<file path="src/rtl/instr_loader_if.sv">
// -----------------------------------------------------------------------------
// instr_loader_if
// Purpose : groups the control, byte-stream and instruction-memory write
//           signals of the program loader into one bundle.
// Signals :
//   start          host -> loader  one-cycle load request
//   program_len    host -> loader  program length in words
//   byte_valid     host -> loader  byte_data is valid
//   byte_data      host -> loader  stream byte
//   byte_ready     loader -> host  loader accepts a byte this cycle
//   mem_write_en   loader -> mem   one-cycle instruction-memory write strobe
//   PC_write       loader -> mem   byte address of the current write
//   instruction_in loader -> mem   assembled 32-bit instruction word
//   core_hold      loader -> core  keep the core in reset
//   busy/done/error loader -> host load status
// Modports: master = host/stream side, slave = loader side.
// -----------------------------------------------------------------------------
interface instr_loader_if #(
  parameter int PC_SIZE = 10
);
  logic                 start;
  logic [PC_SIZE-2:0]   program_len;
  logic                 byte_valid;
  logic [7:0]           byte_data;
  logic                 byte_ready;
  logic                 mem_write_en;
  logic [PC_SIZE-1:0]   PC_write;
  logic [31:0]          instruction_in;
  logic                 core_hold;
  logic                 busy;
  logic                 done;
  logic                 error;

  modport master (
    output start, program_len, byte_valid, byte_data,
    input  byte_ready, mem_write_en, PC_write, instruction_in,
           core_hold, busy, done, error
  );

  modport slave (
    input  start, program_len, byte_valid, byte_data,
    output byte_ready, mem_write_en, PC_write, instruction_in,
           core_hold, busy, done, error
  );
endinterface

</file>
<file path="src/rtl/instr_loader.sv">
// -----------------------------------------------------------------------------
// instr_loader
// Purpose : program loader in front of the core's instruction-fetch stage.
//           Packs a byte stream into 32-bit little-endian words, writes each
//           word to consecutive instruction-memory addresses, holds the core
//           in reset while loading and verifies a trailing 8-bit checksum
//           (sum of all program bytes modulo 256).
// Ports   :
//   clock   single clock, all state on the rising edge
//   reset   asynchronous, active-low
//   io_bus  instr_loader_if.slave (stream, memory write port, status)
// -----------------------------------------------------------------------------
module instr_loader #(
  parameter int PC_SIZE   = 10,
  parameter int MAX_WORDS = 2**(PC_SIZE-2)
) (
  input  logic           clock,
  input  logic           reset,
  instr_loader_if.slave  io_bus
);

  typedef enum logic [2:0] {
    IDLE,
    COLLECT,
    WRITE,
    CHECK,
    DONE
  } state_t;

  // Widened so that program_len values above MAX_WORDS compare correctly.
  localparam logic [PC_SIZE-1:0] MAX_WORDS_L = PC_SIZE'(MAX_WORDS);

  state_t               r_state;
  state_t               w_nextState;

  logic [PC_SIZE-2:0]   r_len;
  logic [PC_SIZE-2:0]   r_wordCnt;
  logic [1:0]           r_byteCnt;
  logic [7:0]           r_sum;
  logic [23:0]          r_word;
  logic                 r_error;
  logic [PC_SIZE-1:0]   r_pcWrite;
  logic [31:0]          r_instr;

  logic                 w_byteReady;
  logic                 w_memWriteEn;
  logic                 w_busy;
  logic                 w_done;
  logic                 w_accept;
  logic                 w_startOk;
  logic                 w_tooLong;
  logic                 w_lastByte;
  logic [PC_SIZE-2:0]   w_wordCntNext;
  logic [PC_SIZE-1:0]   w_pcAddr;

  assign w_accept      = io_bus.byte_valid && w_byteReady;
  assign w_startOk     = io_bus.start && ((r_state == IDLE) || (r_state == DONE));
  assign w_tooLong     = {1'b0, io_bus.program_len} > MAX_WORDS_L;
  assign w_lastByte    = (r_byteCnt == 2'd3);
  assign w_wordCntNext = r_wordCnt + 1'b1;
  // word_cnt*4 truncated to the address width; the length check keeps it
  // from ever wrapping.
  assign w_pcAddr      = PC_SIZE'({r_wordCnt, 2'b00});

  // State register. Reset lands in IDLE immediately, which also drops the
  // decoded write strobe without waiting for a clock edge.
  always_ff @(posedge clock or negedge reset) begin
    if (!reset) begin
      r_state <= IDLE;
    end else begin
      r_state <= w_nextState;
    end
  end

  // Next-state logic.
  always_comb begin
    w_nextState = r_state;
    case (r_state)
      IDLE, DONE: begin
        if (io_bus.start) begin
          if (w_tooLong) begin
            w_nextState = DONE;
          end else if (io_bus.program_len == '0) begin
            w_nextState = CHECK;
          end else begin
            w_nextState = COLLECT;
          end
        end
      end
      COLLECT: begin
        if (w_accept && w_lastByte) begin
          w_nextState = WRITE;
        end
      end
      WRITE: begin
        if (w_wordCntNext == r_len) begin
          w_nextState = CHECK;
        end else begin
          w_nextState = COLLECT;
        end
      end
      CHECK: begin
        if (w_accept) begin
          w_nextState = DONE;
        end
      end
      default: w_nextState = IDLE;
    endcase
  end

  // Output decode from the current state.
  always_comb begin
    w_byteReady  = 1'b0;
    w_memWriteEn = 1'b0;
    w_busy       = 1'b0;
    w_done       = 1'b0;
    case (r_state)
      COLLECT: begin
        w_byteReady = 1'b1;
        w_busy      = 1'b1;
      end
      WRITE: begin
        w_memWriteEn = 1'b1;
        w_busy       = 1'b1;
      end
      CHECK: begin
        w_byteReady = 1'b1;
        w_busy      = 1'b1;
      end
      DONE: begin
        w_done = 1'b1;
      end
      default: begin
        w_done = 1'b0;
      end
    endcase
  end

  // Datapath: counters, byte lanes, running sum and the write-port
  // registers. PC_write/instruction_in are loaded together with the 4th
  // byte so they are valid throughout WRITE and hold afterwards, while the
  // lane register is already free to collect the next word.
  always_ff @(posedge clock or negedge reset) begin
    if (!reset) begin
      r_len     <= '0;
      r_wordCnt <= '0;
      r_byteCnt <= '0;
      r_sum     <= '0;
      r_word    <= '0;
      r_error   <= 1'b0;
      r_pcWrite <= '0;
      r_instr   <= '0;
    end else begin
      case (r_state)
        IDLE, DONE: begin
          if (w_startOk) begin
            r_len     <= io_bus.program_len;
            r_wordCnt <= '0;
            r_byteCnt <= '0;
            r_sum     <= '0;
            r_error   <= w_tooLong;
          end
        end
        COLLECT: begin
          if (w_accept) begin
            r_byteCnt <= r_byteCnt + 1'b1;
            r_sum     <= r_sum + io_bus.byte_data;
            case (r_byteCnt)
              2'd0: r_word[7:0]   <= io_bus.byte_data;
              2'd1: r_word[15:8]  <= io_bus.byte_data;
              2'd2: r_word[23:16] <= io_bus.byte_data;
              default: begin
                r_pcWrite <= w_pcAddr;
                r_instr   <= {io_bus.byte_data, r_word};
              end
            endcase
          end
        end
        WRITE: begin
          r_wordCnt <= w_wordCntNext;
          r_byteCnt <= '0;
        end
        CHECK: begin
          if (w_accept) begin
            r_error <= (io_bus.byte_data != r_sum);
          end
        end
        default: begin
          r_byteCnt <= '0;
        end
      endcase
    end
  end

  assign io_bus.byte_ready     = w_byteReady;
  assign io_bus.mem_write_en   = w_memWriteEn;
  assign io_bus.PC_write       = r_pcWrite;
  assign io_bus.instruction_in = r_instr;
  assign io_bus.busy           = w_busy;
  assign io_bus.done           = w_done;
  assign io_bus.error          = r_error;
  // A failed load keeps the core parked until the next start.
  assign io_bus.core_hold      = w_busy || (w_done && r_error);

endmodule
</file>
<file path="src/flat_wrapper.sv">
// flat-port wrapper written by rule: the top's interface ports become plain ports
module instr_loader_flat 
#(
  parameter int PC_SIZE   = 10,
  parameter int MAX_WORDS = 2**(PC_SIZE-2)
)
  (clock, reset, io_bus_start, io_bus_program_len, io_bus_byte_valid, io_bus_byte_data, io_bus_byte_ready, io_bus_mem_write_en, io_bus_PC_write, io_bus_instruction_in, io_bus_core_hold, io_bus_busy, io_bus_done, io_bus_error);
  instr_loader_if #(.PC_SIZE(PC_SIZE)) io_bus_i ();
  input  logic clock;
  input  logic reset;
  input wire logic [$bits(io_bus_i.start)-1:0] io_bus_start;
  input wire logic [$bits(io_bus_i.program_len)-1:0] io_bus_program_len;
  input wire logic [$bits(io_bus_i.byte_valid)-1:0] io_bus_byte_valid;
  input wire logic [$bits(io_bus_i.byte_data)-1:0] io_bus_byte_data;
  output wire logic [$bits(io_bus_i.byte_ready)-1:0] io_bus_byte_ready;
  output wire logic [$bits(io_bus_i.mem_write_en)-1:0] io_bus_mem_write_en;
  output wire logic [$bits(io_bus_i.PC_write)-1:0] io_bus_PC_write;
  output wire logic [$bits(io_bus_i.instruction_in)-1:0] io_bus_instruction_in;
  output wire logic [$bits(io_bus_i.core_hold)-1:0] io_bus_core_hold;
  output wire logic [$bits(io_bus_i.busy)-1:0] io_bus_busy;
  output wire logic [$bits(io_bus_i.done)-1:0] io_bus_done;
  output wire logic [$bits(io_bus_i.error)-1:0] io_bus_error;
  assign io_bus_i.start = io_bus_start;
  assign io_bus_i.program_len = io_bus_program_len;
  assign io_bus_i.byte_valid = io_bus_byte_valid;
  assign io_bus_i.byte_data = io_bus_byte_data;
  assign io_bus_byte_ready = io_bus_i.byte_ready;
  assign io_bus_mem_write_en = io_bus_i.mem_write_en;
  assign io_bus_PC_write = io_bus_i.PC_write;
  assign io_bus_instruction_in = io_bus_i.instruction_in;
  assign io_bus_core_hold = io_bus_i.core_hold;
  assign io_bus_busy = io_bus_i.busy;
  assign io_bus_done = io_bus_i.done;
  assign io_bus_error = io_bus_i.error;
  instr_loader #(.PC_SIZE(PC_SIZE), .MAX_WORDS(MAX_WORDS)) u_core (.clock(clock), .reset(reset), .io_bus(io_bus_i));
endmodule
</file>
<file path="config.mk">
export PLATFORM = sky130hd
export DESIGN_NAME = instr_loader_flat
export DESIGN_NICKNAME = d
export VERILOG_FILES = /design/src/rtl/instr_loader_if.sv /design/src/rtl/instr_loader.sv /design/src/flat_wrapper.sv
export SDC_FILE = /design/constraint.sdc
export NUM_CORES = 1
export LEC_CHECK = 0
export BUFFER_PORTS_ARGS = -buffer_cell sky130_fd_sc_hd__buf_2
export CORE_MARGIN = 2
export CORE_UTILIZATION = 57
export CTS_CLUSTER_DIAMETER = 40
export DETAILED_ROUTE_END_ITERATION = 16
export PLACE_DENSITY = 0.8
export SLEW_MARGIN = 5
export SYNTH_ARGS = -nofsm -noshare
export SYNTH_HDL_FRONTEND = slang
export SYNTH_SLANG_ARGS = --single-unit
</file>
<file path="constraint.sdc">
create_clock -name clock -period 2.2 [get_ports clock]
set_clock_uncertainty 0.1 [all_clocks]
set_input_delay 0.33 -clock clock [delete_from_list [all_inputs] [get_ports clock]]
set_output_delay 0.33 -clock clock [all_outputs]
set_load 0.02 [all_outputs]
</file>
==> results.toml <==
[status]
status = "finished clean"

[pwr]
power_leakage_nw = 2.76
power_density_mw_per_mm2 = 1100
ir_worst_vdd_mv = 0.791

[cts]
worstSkewPairLatency_ns = 0.36
root_buffer = "clkbuf_8"
cts_max_level = 3
cts_buffer_depth = 2
cts_inserted_buffers = 9
path_clk_slew_ns = 0.10
cts_tree = "yes"
cts.sinks = 96
post_cts_buffers = 0

[routing]
drcViolationCount = 0
wl_per_cell_um = 16.3
first_pass_iters = 4
drt-initial-drc-count = 225
via_per_inst = 5.60
vias = 3026
antenna_left = 0
wirelength_mm = 8.81

[synthesis]
synth_area_mm2 = 0.00459
synthXorXnorAreaFrac = 0.0286
netlist_top_cells_area = "dfrtp_1, mux2_4, mux2_2"
synth_top_area_cell = "dfrtp_1"
synth_edf_count = 0
ys_seq_area_frac = 0.523
ys_ff_latch = 96
yosysUniqueCellTypes = 49
netlist.area_leader.share = 0.523
synthAdderAreaFrac = 0.0371
synthSimpleGateAreaFrac = 0.0839
synth_compound_area_frac = 0.0790
synthArstFlopShare = 1.00
synthMuxAreaShare = 0.214
yosysWarnings = 0
synth_cells = 358
avgSynthCellArea_um2 = 12.8
ys.flop_type = "dfrtp_1"
synth_top_family_by_area = "multiplexers"

[timing]
setup_viol = 0
fmax_ghz = 0.488
setup_tns_ns = 0
finalMaxSlewViolations = 0
rsz0062_at_grt = "no"
min_period_ns = 2.05
min_period_over_period = 0.932
fin_ws_ns = 0.151
hold_violations = 0

[critical_path]
critPathKind = "reg -> reg"
crit_cells = 6
worstPathRequired_ns = 2.37
regToRegEndpoint = "u_core.r_state[1]"
arrival_ns = 2.22
crit_family = "compound AO/OA/AOI/OAI gates"
crit-reg2reg-launch = "u_core.r_wordCnt[0]"
cp_cell_sequence = "ha_1 -> a41oi_1 -> a311oi_2 -> nor3_1 -> a41oi_1 -> o31ai_2"
crit_path_end = "u_core.r_state[1]"
startpoint = "u_core.r_wordCnt[0]"
rr_worst_depth = 6
crit_fanout = 7
slowest_stage = "dfrtp_1"
cp-start-kind = "flop"
reg2reg_slack_ns = 0.15
crit_buf_inv = 0
crit_top_cell = "a41oi_1"
cpPeakStageDelay_ns = 0.48
endpoint_kind = "flop"

[floorplan]
boundaryPins = 69
dieArea_mm2 = 0.00879
die_w_um = 93.7
dieHeight_um = 93.7
core_area_mm2 = 0.00777
start_util = 0.591
rows = 32

[place]
hpwl_mm = 6.34
dp_slack_ns = 0.0783
routabilityCongestion = 0.940
port_buffers = 66

[global_routing]
grt_max_degree = 59
grt_antenna_before_repair = 0
grt_util_all_layers = 0.216
grt_pass1_wl_mm = 14.8
first_global_vias = 2970
overflow = 0

[final_layout]
syn_to_final_growth_pct = 14.7
utilization = 0.678
drive_gt1_frac = 0.402
antennaDiodeCount = 0
nets = 467

[worst_hold_path]
hp-class = "in -> reg"

[flow_run]
drv_cap = 0
-- kinds of logic after synthesis --
| family | Yosys count |
|---|---|
| DFF | 96 |
| and+or+nand+nor | 77 |
| muxes | 75 |
| AOI/OAI and AO/OA | 59 |
| buffers and inverters | 22 |
| xor gates and xnor gates | 15 |
| adders and majority gates | 13 |
| other | 1 |
-- Yosys cell counts (3+ instances only) --
master   instances
nor4_1           3
and3_1           3
a21oi_1         11
nand2_2          4
o21ai_0         25
nand2_1         21
inv_1            8
nand3_1         12
a21o_1           3
nor3_1           6
dfrtp_1         96
buf_6            3
o31ai_1          4
ha_1            12
buf_2            3
nor2_1          15
mux2_4          38
buf_8            3
mux2_2          34
xor2_1           9
nor2b_1          3
xnor2_1          6
mux2i_1          3
-- registers in the layout, summed over array words and instances, names as in the netlist --
name and cells:
u_core.r_wordCnt 9, u_core.io_bus.error 1, u_core.r_byteCnt 2, u_core.r_word 24, u_core.r_state 3, u_core.io_bus.instruction_in 32
u_core.r_sum 8, u_core.io_bus.PC_write 8, u_core.r_len 9
-- layout make-up --
class / instances / area, µm²
Fill cell: 565 / 2500
Tap cell: 102 / 128
Sequential cell: 96 / 2400
Clock inverter: 7 / 87.6
Clock buffer: 9 / 124
Multi-Input combinational cell: 241 / 2050
Inverter: 9 / 35.0
Timing Repair Buffer: 76 / 435
-- worst min path at each step --
stage | start | endpoint | cells past startpoint
6_report | io_bus_program_len[0] | u_core.r_len[0] | 2
5_1_grt | io_bus_program_len[5] | u_core.r_len[5] | 2
4_1_cts | io_bus_program_len[5] | u_core.r_len[5] | 2
3_5_place_dp | reset | u_core.io_bus.instruction_in[0] | 1
3_3_place_gp | reset | u_core.io_bus.instruction_in[0] | 1
2_1_floorplan | reset | u_core.io_bus.PC_write[2] | 0
-- metrics by stage --
stage | instances | total power [mW] | area, µm² | hold slack, ns
floorplan | 359 | 4.03 | 4590 | -0.0656
global route | 540 | 6.17 | 5260 | 0.105
global placement | 523 | 4.49 | 5030 | 0.0714
detailed placement | 523 | 4.59 | 5030 | 0.0730
finish | 540 | 5.79 | 5260 | 0.111
CTS | 540 | 5.80 | 5250 | 0.103
-- placed cells by master, fill, tap and decap left out, types with 2 or more instances in the layout --
cell      instances
buf_2            65
buf_4             8
and2_1            2
a21oi_1          11
a31oi_1           2
dfrtp_1          96
nor3_1            6
a41oi_1           2
mux2_4           38
a22o_1            2
inv_8             2
buf_12            2
nor2_1           14
nand2_1          20
o21ai_0          25
clkinv_4          4
conb_1            2
and3_1            3
xnor2_1           6
nand3_1          12
ha_1             12
nor4_1            3
clkbuf_8          9
mux2_2           34
nor2b_1           3
inv_1             8
nand2_2           5
mux2i_1           3
o31ai_1           4
o22ai_1           2
a21o_1            3
xor2_1            9
-- power breakdown --
part | switching, mW | total (mW) | internal, mW
Sequential | 0.385 | 2.63 | 2.24
Clock | 0.652 | 1.20 | 0.549
Combinational | 1.01 | 1.96 | 0.945
Total | 2.05 | 5.79 | 3.74
-- worst register-to-register path, stage by stage (launching register included) --
cell and delay, ns:
dfrtp_1 0.48, ha_1 0.33, a41oi_1 0.37, a311oi_2 0.18
nor3_1 0.16, a41oi_1 0.08, o31ai_2 0.26
-- routing by layer --
| metal | wire, µm | GRT usage |
|---|---|---|
| met5 | 0 | 0 |
| met1 | 3970 | 0.308 |
| met3 | 401 | 0.0321 |
| met4 | 109 | 0.0604 |
| met2 | 4330 | 0.347 |
-- timing repair --
| action | CTS | global route |
|---|---|---|
| setup endpoints to repair | 0 | 4 |
| gates resized for setup | 0 | 3 |
| hold buffers | 1 | 0 |
| hold endpoints to repair | 66 | 0 |
Power figures use the tool's default switching activity.
